## config.mk

```make
export PLATFORM = sky130hd
export DESIGN_NAME = alu
export DESIGN_NICKNAME = d
export VERILOG_FILES = /design/src/rtl/alu_pkg.sv /design/src/rtl/alu_shifter.sv /design/src/rtl/alu.sv
export SDC_FILE = /design/constraint.sdc
export NUM_CORES = 1
export LEC_CHECK = 0
export ABC_AREA = 1
export BUFFER_PORTS_ARGS = -buffer_cell sky130_fd_sc_hd__buf_2
export CORE_ASPECT_RATIO = 0.9
export CORE_MARGIN = 1
export CORE_UTILIZATION = 30
export CTS_CLUSTER_SIZE = 14
export DETAILED_ROUTE_END_ITERATION = 12
export SYNTH_ARGS = -nofsm -noshare
export SYNTH_HDL_FRONTEND = slang
export SYNTH_SLANG_ARGS = --single-unit
```

## constraint.sdc

```tcl
create_clock -name clk -period 3 [get_ports clk]
set_clock_uncertainty 0.15 [all_clocks]
set_input_delay 0.3 -clock clk [delete_from_list [all_inputs] [get_ports clk]]
set_output_delay 0.3 -clock clk [all_outputs]
set_load 0.02 [all_outputs]
```

## src/rtl/alu_pkg.sv

```systemverilog
// Shared opcode encodings and shift-control field positions for the 8-bit ALU.
package alu_pkg;

    localparam logic [2:0] OP_ADD  = 3'b100;
    localparam logic [2:0] OP_NOR  = 3'b011;
    localparam logic [2:0] OP_SHF  = 3'b001;
    localparam logic [2:0] OP_BNEG = 3'b010;
    localparam logic [2:0] OP_PASS = 3'b000;

    localparam int SHF_DIR_BIT = 3;
    localparam int SHF_AMT_MSB = 2;
    localparam int SHF_AMT_W   = SHF_AMT_MSB + 1;

endpackage

```

## src/rtl/alu_shifter.sv

```systemverilog
// Combinational logical shifter: left when i_dir=0, right (zero-filled) when i_dir=1.
module alu_shifter
    import alu_pkg::*;
#(
    parameter int WIDTH = 8
) (
    input  logic [WIDTH-1:0]     i_data,
    input  logic [SHF_AMT_W-1:0] i_amt,
    input  logic                 i_dir,
    output logic [WIDTH-1:0]     o_data
);

    logic [WIDTH-1:0] w_shl;
    logic [WIDTH-1:0] w_shr;

    assign w_shl  = i_data << i_amt;
    assign w_shr  = i_data >> i_amt;
    assign o_data = i_dir ? w_shr : w_shl;

endmodule

```

## src/rtl/alu.sv

```systemverilog
// ALU: add / NOR / logical shift / sign test / pass, combinational result plus
// a registered copy of the result and zero flag for the next pipeline stage.
module alu
    import alu_pkg::*;
#(
    parameter int WIDTH = 8
) (
    input  logic             clk,
    input  logic             reset,
    input  logic [WIDTH-1:0] input_a,
    input  logic [WIDTH-1:0] input_b,
    input  logic [2:0]       OP,
    output logic [WIDTH-1:0] out,
    output logic             zero,
    output logic [WIDTH-1:0] out_q,
    output logic             zero_q
);

    logic [WIDTH-1:0] w_shf;
    logic [WIDTH-1:0] w_out;
    logic             w_zero;
    logic [WIDTH-1:0] r_out_q;
    logic             r_zero_q;

    alu_shifter #(.WIDTH(WIDTH)) u_shifter (
        .i_data (input_a),
        .i_amt  (input_b[SHF_AMT_MSB:0]),
        .i_dir  (input_b[SHF_DIR_BIT]),
        .o_data (w_shf)
    );

    // OP[2] set selects ADD regardless of the low opcode bits
    always_comb begin
        w_out = input_a;
        casez (OP)
            3'b1??:  w_out = input_a + input_b;
            OP_NOR:  w_out = ~(input_a | input_b);
            OP_SHF:  w_out = w_shf;
            OP_BNEG: w_out = {{(WIDTH-1){1'b0}}, ~input_a[WIDTH-1]};
            OP_PASS: w_out = input_a;
            default: w_out = input_a;
        endcase
    end

    assign w_zero = (w_out == '0);
    assign out    = w_out;
    assign zero   = w_zero;

    // Registered result stage
    always_ff @(posedge clk) begin
        if (reset) begin
            r_out_q  <= '0;
            r_zero_q <= 1'b0;
        end else begin
            r_out_q  <= w_out;
            r_zero_q <= w_zero;
        end
    end

    assign out_q  = r_out_q;
    assign zero_q = r_zero_q;

endmodule

```

==> results by group <==
Outcome
  • Outcome: finished, final reports clean

CTS
  • Worst-path clk slew: 0.04 ns
  • Max clock buf depth: 2
  • Number of buffers created by CTS: 3
  • Cells resized by post-CTS repair: 0
  • Clock sink total: 9
  • H-tree Lvls: 1
  • TritonCTS clock tree: done
  • Number of hold buffers added after CTS: 0
  • Clock tree root buffer cell: sky130_fd_sc_hd__clkbuf_8
  • Setup Buffers After CTS: 0

Placed design
  • PortBufs: 38
  • Routability congestion estimate from global placement: 0.918
  • Placement Cell Area: 1800 sq um
  • Post-DP HPWL: 3650 um

Detailed routing
  • Length of the first detailed-routing pass in iterations: 4
  • DRC Markers: 0
  • Routed WL per cell: 12.0 um
  • Final antenna-violating net count: 0
  • Number of DRC markers after the initial detailed-route iteration: 84
  • Vias: 1726
  • Post-Route WL: 4390 um
  • Via density: 4.73

Synthesis
  • Yosys reg bits: 9
  • Register area share after synthesis: 11.4%
  • Number of nets produced by synthesis: 300
  • Post-Syn Instances: 262
  • Number of distinct library cells after synthesis: 30
  • Cell area after synthesis: 1580 sq um
  • Mean instance size in the synthesized netlist: 6.01 sq um
  • Yosys warns: 0

Global routing
  • Antenna violations before repair: 0
  • First-pass GRT wire length: 7490 um
  • Vias in the first global route: 1555
  • Pin count of the biggest net entering global routing: 19
  • Total gr overflow: 0
  • GRT Total Usage: 16.9%

STA
  • Slew margin rel.: 64.0%
  • Tightest Pin Transition: 0.538 ns
  • Setup Total Neg Slack: 0 ns
  • Period utilization: 83.3%
  • Clock period minus worst slack: 2.50 ns
  • Number of hold violations in the final report: 0
  • Unrepaired setup endpoints after global routing: false
  • Final Max Slew Viols: 0
  • Final setup vio count: 0
  • Maximum clock frequency: 400 MHz

Floorplanning
  • Vertical extent of the die: 70.7 um
  • I/O pin cnt: 39
  • Core area: 4950 sq um
  • Initial cell density of the core: 31.8%
  • Total Die Area: 5540 sq um
  • Die width: 78.4 um
  • Rows: 24

Power
  • Power Dens Cells: 301 nW/um^2
  • Design internal power: 322 uW
  • Fraction of power consumed by sequential logic: 23.7%
  • Leakage power total: 1.08 nW
  • Switching pwr: 234 uW
  • Share of total power consumed by net switching: 42.0%
  • Share of total power in the clock network: 24.4%
  • Worst voltage drop across the vdd grid: 0.203 mV
  • Part of the total power dissipated in combinational logic: 51.9%

Critical path
  • Required time of the critical path: 2.55 ns
  • Worst endpoint data arrival time: 2.05 ns
  • Category of the worst setup path launch point: primary input
  • Category of the worst setup path capture point: output port
  • Setup Crit Path Kind: primary input to output port
  • Max Fanout on Critical Path: 10

Min path
  • Number of cells on the worst hold path: 2
  • Class of the most critical hold timing path: primary input to flop
  • Source of the worst hold timing path: reset
  • Terminating pin of the worst hold path: zero_q

Layout
  • Layout-stage area growth over the synthesis result: 17.4%
  • ANT cells: 0
  • Number of fillers in the final layout: 564
  • Final cell area excluding filler cells: 1850 sq um
  • Post-layout nets: 339
  • Share of cells above drive strength 1: 23.7%

Job
  • Maximum capacitance violations: 0
==> final cells by class <==
type                            count  area, sq um  share of cell area [%]
Clock buffer                        4         45.0                    2.44
Timing Repair Buffer               40          205                    11.1
Multi-Input combinational cell    206         1180                    63.9
Sequential cell                     9          180                    9.74
Inverter                           41          156                    8.46
Tap cell                           65         81.3                    4.40
==> flip-flops by register name (all words and copies together) (netlist names) <==
register / count
out_q: 8
zero_q: 1
==> synthesized netlist by cell type (all sizes together) <==
cell type,n,share of area [%]
nand2,83,24
nand3,55,19
inv,40,9.7
nor2,23,6.4
ha,16,13
dfxtp,9,11
a211oi,5,2.4
a21oi,5,1.6
nand4,4,1.6
or2,4,1.6
buf,3,2.7
clkbuf,3,0.95
o21ai,3,0.95
xnor2,3,1.7
a31oi,1,0.40
clkinv,1,0.24
fa,1,1.3
nor3,1,0.64
o211ai,1,0.48
o21a,1,0.48
==> layer usage <==
metal	part of all wire (%)	routed length, um	global-route usage, %
met1	49	2170	24.1
met2	43	1910	26.7
met3	6.3	278	1.42
met4	0.87	38	5.14
met5	0	0	0
==> worst max path at each step <==
stage / startpoint / slack, ns / depth (start not counted) / to
floorplan: input_a[0] / 0.83 / 11 / zero
global placement: input_b[0] / 0.49 / 13 / zero
detailed placement: input_b[0] / 0.49 / 13 / zero
CTS: input_b[0] / 0.49 / 13 / zero
global route: input_a[3] / 0.29 / 14 / zero
finish: input_b[0] / 0.50 / 13 / zero
==> layout by cell type, fill, tap and decap left out, drive strengths merged <==
cell / instances
nand4: 4
nand3: 55
ha: 16
dfxtp: 9
a211oi: 5
fa: 1
o211ai: 1
a31oi: 1
o21a: 1
buf: 40
nor3: 1
o21ai: 3
nor2: 23
inv: 40
clkinv: 1
or2: 4
nand2: 83
a21oi: 5
xnor2: 3
clkbuf: 4
==> power groups by stage <==
stage	clock, mW	sequential, mW	combinational [mW]
detailed placement	0	0.134	0.288
finish	0.136	0.131	0.288
global placement	0	0.134	0.289
CTS	0.140	0.132	0.289
global route	0.144	0.132	0.325
floorplan	0	0.146	0.193
==> critical path: stages <==
cell and delay, ns:
sky130_fd_sc_hd__buf_2 0.17, sky130_fd_sc_hd__ha_1 0.24, sky130_fd_sc_hd__fa_1 0.43, sky130_fd_sc_hd__nand3_1 0.11
sky130_fd_sc_hd__nand2_1 0.07, sky130_fd_sc_hd__xnor2_1 0.13, sky130_fd_sc_hd__nand2_1 0.07, sky130_fd_sc_hd__nand2_2 0.09
sky130_fd_sc_hd__nand2_1 0.05, sky130_fd_sc_hd__nor2_1 0.10, sky130_fd_sc_hd__nand2_1 0.08, sky130_fd_sc_hd__inv_1 0.05
sky130_fd_sc_hd__buf_2 0.15
==> cell families (layout without fill, tap and decap cells) <==
logic type               after synthesis  after routing  share of synthesized area, %
AO/OA/AOI/OAI                         16             16                          6.28
XOR/XNOR                               3              3                          1.67
adder cells (fa/ha/maj)               17             17                          14.0
buffers and inverters                 47             85                          13.6
flip-flops                             9              9                          11.4
AND/OR/NAND/NOR                      170            170                          53.1
==> metrics by stage <==
| step | hold WS [ns] | power, mW | utilization [%] | setup slack [ns] | cells |
|---|---|---|---|---|---|
| 3_5_place_dp | 0.442 | 0.422 | 36.4 | 0.490 | 361 |
| 4_1_cts | 0.199 | 0.561 | 37.3 | 0.487 | 365 |
| 5_1_grt | 0.214 | 0.602 | 37.3 | 0.294 | 365 |
| 2_1_floorplan | 0.426 | 0.339 | - | 0.833 | 262 |
| 3_3_place_gp | 0.439 | 0.423 | 36.4 | 0.490 | 361 |
| 6_report | 0.197 | 0.556 | 37.3 | 0.502 | 365 |
No activity file was read; power rests on OpenSTA's default activity.
